## src/rtl/trigger_wb_pkg.sv

```systemverilog
// Shared types and address-layout constants for the trigger-chain Wishbone initiator and target fanout.
// Channel lives at adr[CHAN_SHIFT +: CHAN_BITS], register at adr[REG_BITS-1:0].
package trigger_wb_pkg;

    typedef enum logic [1:0] {
        RSP_OK              = 2'd0,
        RSP_ERR             = 2'd1,
        RSP_TIMEOUT         = 2'd2,
        RSP_RETRY_EXHAUSTED = 2'd3
    } wb_rsp_status_t;

    typedef enum logic [1:0] {
        ST_IDLE = 2'd0,
        ST_BUS  = 2'd1,
        ST_GAP  = 2'd2,
        ST_RESP = 2'd3
    } init_state_t;

    localparam int CHAN_SHIFT = 10;
    localparam int CHAN_BITS  = 3;
    localparam int REG_BITS   = 8;

endpackage

```

## src/rtl/trigger_wb_initiator.sv

```systemverilog
// Purpose: turns a valid/ready command stream into single classic WB transactions with retry and timeout.
// Latency: accept at N -> cyc at N+1; termination at N+1+k -> rsp_valid at N+2+k.
// Backpressure: one command in flight; cmd_ready only in IDLE; response held until rsp_ready_i.
module trigger_wb_initiator
    import trigger_wb_pkg::*;
#(
    parameter int ADDR_WIDTH     = 22,
    parameter int DATA_WIDTH     = 32,
    parameter int TIMEOUT_CYCLES = 255,
    parameter int MAX_RETRIES    = 3,
    parameter int RETRY_GAP      = 4
) (
    input  logic                    wb_clk_i,
    input  logic                    wb_rst_n_i,
    input  logic                    cmd_valid_i,
    output logic                    cmd_ready_o,
    input  logic                    cmd_we_i,
    input  logic [ADDR_WIDTH-1:0]   cmd_adr_i,
    input  logic [DATA_WIDTH-1:0]   cmd_dat_i,
    input  logic [DATA_WIDTH/8-1:0] cmd_sel_i,
    output logic                    rsp_valid_o,
    input  logic                    rsp_ready_i,
    output logic [1:0]              rsp_status_o,
    output logic [DATA_WIDTH-1:0]   rsp_dat_o,
    output logic                    wb_cyc_o,
    output logic                    wb_stb_o,
    output logic                    wb_we_o,
    output logic [ADDR_WIDTH-1:0]   wb_adr_o,
    output logic [DATA_WIDTH-1:0]   wb_dat_o,
    output logic [DATA_WIDTH/8-1:0] wb_sel_o,
    input  logic [DATA_WIDTH-1:0]   wb_dat_i,
    input  logic                    wb_ack_i,
    input  logic                    wb_err_i,
    input  logic                    wb_rty_i,
    output logic                    busy_o,
    output logic [15:0]             txn_count_o,
    output logic [15:0]             err_count_o
);

    localparam int SW = DATA_WIDTH / 8;
    localparam int TW = $clog2(TIMEOUT_CYCLES + 1);
    localparam int RW = (MAX_RETRIES > 0) ? $clog2(MAX_RETRIES + 1) : 1;
    localparam int GW = (RETRY_GAP > 1) ? $clog2(RETRY_GAP + 1) : 1;

    function automatic logic [15:0] sat_inc(input logic [15:0] v);
        return (v == 16'hFFFF) ? v : v + 16'd1;
    endfunction

    init_state_t           state_q, state_d;
    logic                  we_q, we_d;
    logic [ADDR_WIDTH-1:0] adr_q, adr_d;
    logic [DATA_WIDTH-1:0] dat_q, dat_d;
    logic [SW-1:0]         sel_q, sel_d;
    logic [TW-1:0]         tmo_q, tmo_d;
    logic [RW-1:0]         retry_q, retry_d;
    logic [GW-1:0]         gap_q, gap_d;
    logic                  cyc_q, cyc_d;
    logic                  rsp_vld_q, rsp_vld_d;
    logic                  busy_q, busy_d;
    wb_rsp_status_t        status_q, status_d;
    logic [DATA_WIDTH-1:0] rdat_q, rdat_d;
    logic [15:0]           txn_q, txn_d;
    logic [15:0]           err_q, err_d;

    always_comb begin
        state_d  = state_q;
        we_d     = we_q;
        adr_d    = adr_q;
        dat_d    = dat_q;
        sel_d    = sel_q;
        tmo_d    = tmo_q;
        retry_d  = retry_q;
        gap_d    = gap_q;
        status_d = status_q;
        rdat_d   = rdat_q;
        txn_d    = txn_q;
        err_d    = err_q;

        case (state_q)
            ST_IDLE: begin
                if (cmd_valid_i) begin
                    we_d     = cmd_we_i;
                    adr_d    = cmd_adr_i;
                    dat_d    = cmd_dat_i;
                    sel_d    = cmd_sel_i;
                    tmo_d    = '0;
                    retry_d  = '0;
                    status_d = RSP_OK;
                    rdat_d   = '0;
                    state_d  = ST_BUS;
                end
            end
            ST_BUS: begin
                tmo_d = tmo_q + TW'(1);
                // err beats rty beats ack when several arrive together
                if (wb_err_i) begin
                    status_d = RSP_ERR;
                    state_d  = ST_RESP;
                end else if (wb_rty_i) begin
                    if (retry_q == RW'(MAX_RETRIES)) begin
                        status_d = RSP_RETRY_EXHAUSTED;
                        state_d  = ST_RESP;
                    end else begin
                        retry_d = retry_q + RW'(1);
                        gap_d   = '0;
                        state_d = ST_GAP;
                    end
                end else if (wb_ack_i) begin
                    status_d = RSP_OK;
                    rdat_d   = we_q ? '0 : wb_dat_i;
                    state_d  = ST_RESP;
                end else if (tmo_q == TW'(TIMEOUT_CYCLES - 1)) begin
                    status_d = RSP_TIMEOUT;
                    state_d  = ST_RESP;
                end
            end
            ST_GAP: begin
                if (gap_q == GW'(RETRY_GAP - 1)) begin
                    tmo_d   = '0;
                    state_d = ST_BUS;
                end else begin
                    gap_d = gap_q + GW'(1);
                end
            end
            ST_RESP: begin
                if (rsp_ready_i) begin
                    txn_d = sat_inc(txn_q);
                    if (status_q != RSP_OK) begin
                        err_d = sat_inc(err_q);
                    end
                    state_d = ST_IDLE;
                end
            end
            default: state_d = ST_IDLE;
        endcase

        // bus/response flags follow the next state so they are registered yet aligned with it
        cyc_d     = (state_d == ST_BUS);
        rsp_vld_d = (state_d == ST_RESP);
        busy_d    = (state_d != ST_IDLE);
    end

    always_ff @(posedge wb_clk_i or negedge wb_rst_n_i) begin
        if (!wb_rst_n_i) begin
            state_q   <= ST_IDLE;
            we_q      <= 1'b0;
            adr_q     <= '0;
            dat_q     <= '0;
            sel_q     <= '0;
            tmo_q     <= '0;
            retry_q   <= '0;
            gap_q     <= '0;
            cyc_q     <= 1'b0;
            rsp_vld_q <= 1'b0;
            busy_q    <= 1'b0;
            status_q  <= RSP_OK;
            rdat_q    <= '0;
            txn_q     <= '0;
            err_q     <= '0;
        end else begin
            state_q   <= state_d;
            we_q      <= we_d;
            adr_q     <= adr_d;
            dat_q     <= dat_d;
            sel_q     <= sel_d;
            tmo_q     <= tmo_d;
            retry_q   <= retry_d;
            gap_q     <= gap_d;
            cyc_q     <= cyc_d;
            rsp_vld_q <= rsp_vld_d;
            busy_q    <= busy_d;
            status_q  <= status_d;
            rdat_q    <= rdat_d;
            txn_q     <= txn_d;
            err_q     <= err_d;
        end
    end

    assign cmd_ready_o  = (state_q == ST_IDLE);
    assign rsp_valid_o  = rsp_vld_q;
    assign rsp_status_o = status_q;
    assign rsp_dat_o    = rdat_q;
    assign wb_cyc_o     = cyc_q;
    assign wb_stb_o     = cyc_q;
    assign wb_we_o      = we_q;
    assign wb_adr_o     = adr_q;
    assign wb_dat_o     = dat_q;
    assign wb_sel_o     = sel_q;
    assign busy_o       = busy_q;
    assign txn_count_o  = txn_q;
    assign err_count_o  = err_q;

endmodule

```

## config.mk

```make
export PLATFORM = sky130hd
export DESIGN_NAME = trigger_wb_initiator
export DESIGN_NICKNAME = d
export VERILOG_FILES = /design/src/rtl/trigger_wb_pkg.sv /design/src/rtl/trigger_wb_initiator.sv
export SDC_FILE = /design/constraint.sdc
export NUM_CORES = 1
export LEC_CHECK = 0
export CAP_MARGIN = 20
export CORE_MARGIN = 5
export CORE_UTILIZATION = 45
export CTS_CLUSTER_DIAMETER = 40
export DETAILED_ROUTE_END_ITERATION = 16
export MAX_ROUTING_LAYER = met4
export PLACE_DENSITY = 0.78
export SLEW_MARGIN = 40
export SYNTH_ARGS = -nofsm -noshare
export SYNTH_HDL_FRONTEND = slang
export SYNTH_SLANG_ARGS = --single-unit
```

## constraint.sdc

```tcl
create_clock -name wb_clk_i -period 5.2 [get_ports wb_clk_i]
set_input_delay 1.04 -clock wb_clk_i [delete_from_list [all_inputs] [get_ports wb_clk_i]]
set_output_delay 1.04 -clock wb_clk_i [all_outputs]
set_load 0.02 [all_outputs]
```

[Word level (Yosys, flattened, before mapping)]
Cells that the tools add are included.
Word-level totals
  word-level logic and storage cells: 90
  register bits: 143
Cells by class
  reductions and logical operators: 14
  bitwise operators: 2
  $add $sub $neg: 5
  eq/ne operators: 20
  muxes and demuxes: 34
Operators with widths (count)
  32-bit two-way mux: 5
  32-bit one-hot mux with 2 select lines: 1
  16-bit by 1-bit adder with 16-bit output (second input constant): 2
  16-bit equality test (second input constant): 2
  2-bit two-way mux: 16
  8-bit one-hot mux with 3 select lines: 1
  8-bit two-way mux: 2
  2-bit inequality test (second input constant): 8
  5-bit AND reduction: 3
  3-bit two-way mux: 4
  8-bit by 1-bit adder with 8-bit output (second input constant): 1
  2-bit equality test (second input constant): 4
  8-bit equality test (second input constant): 1
  2-bit one-hot mux with 2 select lines: 2
  2-bit one-hot mux with 4 select lines: 1
  4-bit AND reduction: 2
  2-bit nonzero test: 4
  3-bit one-hot mux with 2 select lines: 1
  3-bit AND reduction: 2
  5-bit inequality test (second input constant): 1
  2-bit by 1-bit equality test with 1-bit output (second input constant): 2
  4-bit inequality test (second input constant): 1
  3-bit by 1-bit adder with 3-bit output (second input constant): 1
  3-bit by 2-bit equality test with 1-bit output (second input constant): 1
  6 further kinds: 7

[Depth between registers and ports, before layout]
  depth in word-level cells: 7
  depth in mapped cells: 7

[Least setup slack after synthesis]
Ideal clock, no wire load.
  path type: register to output
  start point: register state_q[1]
  end point: output port cmd_ready_o
  data required time: 4160 ps
  cell stages (with the launch flop): 4
  buffers on the path: 2
  arrival time: 1044 ps
  slack: 3116 ps
  path through: dfrtp_1 -> buf_2 -> buf_1 -> nor2_1
On the way
  longest elaborated chain between the ends: 1
RTL lines
  start: declaration: RTL line trigger_wb_initiator.sv:49  | init_state_t state_q, state_d;
  start signal: assignment: RTL line trigger_wb_initiator.sv:161  | state_q <= state_d;
  2-bit zero test: RTL line trigger_wb_initiator.sv:179  | assign cmd_ready_o = (state_q == ST_IDLE);
  end: declaration: RTL line trigger_wb_initiator.sv:16  | output logic cmd_ready_o,
Every way passes these cells.

[Worst setup path in the final report]
Ends and elaborated chain as after synthesis.

==> flow_summary.ini <==
[cells_and_area]
syn_to_final_growth_pct = 51.2
final_nets = 977
seqCellArea_um2 = 3580
fillers = 973
multi_input_area_um2 = 2440
drive_gt1_share_pct = 5.76
antenna_cells = 0

[routing]
routed_wl_um = 16800
first_pass_iters = 4
post_drt_wl_per_cell_um = 15.9
vias_per_cell = 5.09
num_vias = 5404
drt_iter0_markers = 377
ant_nets = 0
drcViolationCount = 0

[die]
fp.dieH_um = 127
std_cell_rows = 42
io_pins = 228
start_util_pct = 46.1
core_um2 = 13300
dieArea_um2 = 16100
die_w_um = 127

[global_routing]
antenna_found_initial = 0
grt_max_degree = 101
grtUsageTotal_pct = 22.0
grt_overflow = 0
grt_pass1_wl_um = 27400
grt_pass1_vias = 5511

[yosys]
netlist_instances = 650
ys.flop_type = dfrtp_1
netlist_area_um2 = 6150
syn_area_per_cell_um2 = 9.46
seq_area_frac_synth_pct = 58.2
ys_warn_count = 0
syn-num-nets = 755
synth_async_sr_flop_share_pct = 100
synth_edf_count = 0
synth_cell_types = 51
synth_seq_cells = 143

[sta]
rsz0062_at_grt = false
finalCritPeriodShare_pct = 55.6
fin_crit_ps = 2890
tns_ps = 0
setup_viol = 0
fmax_ghz = 0.346
maxSlewViolCount = 0
skew_ps = 5.80
worst_pin_slew_ps = 835
slew_headroom_pct = 43.9
hold_viol_final = 0
setup_slack_ps = 2310

[placement]
gp_congestion = 0.856
post-dp-hpwl_um = 12200
post-place-ws_ps = 2240
port_buffers = 227

[critical_path]
crit_arrival_ps = 1850
r2r_cells = 4
rrSetupSlack_ps = 2960
r2r-start = state_q[1]
cp-end-kind = primary output
worstReg2RegEnd = txn_count_o[12]
required_ps = 4160
crit_path_start_kind = register
crit_type = reg -> out
path_max_fanout = 22

[clocking]
cts_buffers = 17
clock_latency_ps = 410
tritoncts = done
cts-htree-levels = 4
post_cts.repair.setup_buffers = 0
clockBufferDepth = 2
clk_pin_slew_worst_paths_ps = 60
cts_hold_buf = 0
clock-root-buffer = clkbuf_16
cts_resized = 0
cts_sinks = 143

[power_and_ir_drop]
irDropWorstVdd_uv = 403
p_leak_uw = 0.00428
powerDensity_nw_per_um2 = 559

[worst_hold_path]
worstHoldPathCells = 2
hold_end = wb_dat_o[26]
hp-start = wb_dat_o[26]
worstHoldPathType = reg -> reg

[status]
status = completed

[job]
maxCapViolCount = 0
==> layer usage <==
layer / vias to the layer above / GRT usage (%) / part of all wire (%)
met1: 2571 / 26.9 / 42
met3: 30 / 7.15 / 8.5
met5: - / - / 0
met4: 0 / 8.14 / 2.1
li1: 2581 / - / -
met2: 222 / 34.2 / 48
==> registers in the layout, summed over array words and instances (netlist names) <==
| register | cells |
|---|---|
| rsp_dat_o | 32 |
| wb_dat_o | 32 |
| wb_adr_o | 22 |
| err_count_o | 16 |
| txn_count_o | 16 |
| tmo_q | 8 |
| wb_sel_o | 4 |
| gap_q | 3 |
| retry_q | 2 |
| rsp_status_o | 2 |
| state_q | 2 |
| busy_o | 1 |
| rsp_valid_o | 1 |
| wb_cyc_o | 1 |
| wb_we_o | 1 |
==> critical path, cell delays in order (launching register included) <==
cell	delay, ps
dfrtp_1	630
nor2_1	180
clkdlybuf4s50_1	620
==> worst max path at each step <==
stage	from	endpoint	slack, ps	depth (start not counted)
final	state_q[1]	cmd_ready_o	2310	2
after global placement	cmd_valid_i	rsp_dat_o[5]	2230	4
after floorplan	state_q[1]	cmd_ready_o	3120	3
after global routing	state_q[0]	cmd_ready_o	2210	2
after CTS	state_q[1]	cmd_ready_o	2280	2
after detailed placement	cmd_valid_i	retry_q[1]	2240	6
==> metrics by stage <==
stage / hold slack, ps / instance area (um^2) / power [uW] / util, % / std cells
2_1_floorplan: 476 / 6150 / 2840 / - / 650
3_3_place_gp: 457 / 8560 / 3820 / 64.1 / 1026
4_1_cts: 475 / 9270 / 5260 / 69.4 / 1060
6_report: 469 / 9300 / 5200 / 69.7 / 1061
3_5_place_dp: 461 / 8630 / 3930 / 64.6 / 1028
5_1_grt: 503 / 9300 / 5510 / 69.7 / 1061
==> synth_stat cells (2+ instances only) <==
cell type / count / share of area (%)
and3_1: 7 / 0.71
nand2b_1: 6 / 0.61
ha_1: 7 / 1.4
mux2i_1: 6 / 0.98
clkbuf_1: 21 / 1.3
buf_1: 2 / 0.12
dfrtp_1: 143 / 58
xnor2_1: 11 / 1.6
a2111oi_1: 3 / 0.49
nand3_1: 14 / 1.1
inv_1: 9 / 0.55
a41oi_1: 2 / 0.28
nand2_1: 262 / 16
a211oi_1: 4 / 0.49
a31oi_1: 2 / 0.20
nor4_1: 7 / 0.71
nor2_1: 18 / 1.1
nand4_1: 8 / 0.81
nor2b_1: 3 / 0.31
or3_1: 2 / 0.20
xor2_1: 23 / 3.3
o2bb2ai_1: 2 / 0.28
and2_1: 3 / 0.31
o21ai_0: 37 / 3.0
nor3_1: 11 / 0.89
a21oi_1: 7 / 0.57
buf_2: 6 / 0.49
==> placed cells by master, fill, tap and decap left out, types with 4 or more instances in the layout <==
| master | Yosys | final |
|---|---|---|
| nand2b_1 | 6 | 6 |
| nor4_1 | 7 | 6 |
| nand3_1 | 14 | 14 |
| ha_1 | 7 | 7 |
| and3_1 | 7 | 7 |
| dfrtp_1 | 143 | 143 |
| bufinv_16 | 0 | 4 |
| nand2_1 | 262 | 262 |
| nor2_1 | 18 | 16 |
| nand4_1 | 8 | 8 |
| clkbuf_8 | 0 | 4 |
| inv_1 | 9 | 9 |
| a21oi_1 | 7 | 7 |
| clkdlybuf4s50_1 | 0 | 226 |
| xnor2_1 | 11 | 11 |
| nor3_1 | 11 | 11 |
| xor2_1 | 23 | 23 |
| o21ai_0 | 37 | 37 |
| mux2i_1 | 6 | 6 |
| a211oi_1 | 4 | 4 |
| clkbuf_16 | 0 | 17 |
| buf_4 | 1 | 4 |
==> cell families (layout without fill, tap and decap cells) <==
kind of cell	Yosys count	after routing	synth area share (%)
xor gates and xnor gates	34	34	4.84
adders and majority gates	7	7	1.42
buffers and inverters	40	275	2.75
muxes	8	8	1.40
AOI/OAI and AO/OA	68	68	7.00
and+or+nand+nor	350	350	24.4
DFF	143	143	58.2
==> power by group <==
part           internal (uW)  leakage [uW]  switching [uW]
clock network            851      0.000308             443
logic                    954       0.00210            1150
registers               1500       0.00187             299
total                   3310       0.00428            1890
==> cell type report <==
class / count / area share, %
Inverter: 9 / 0.363
Tap cell: 176 / 2.37
Timing Repair Buffer: 234 / 25.7
Clock inverter: 10 / 1.69
Clock buffer: 22 / 5.21
Sequential cell: 143 / 38.5
Multi-Input combinational cell: 467 / 26.2
Power figures use the tool's default switching activity.
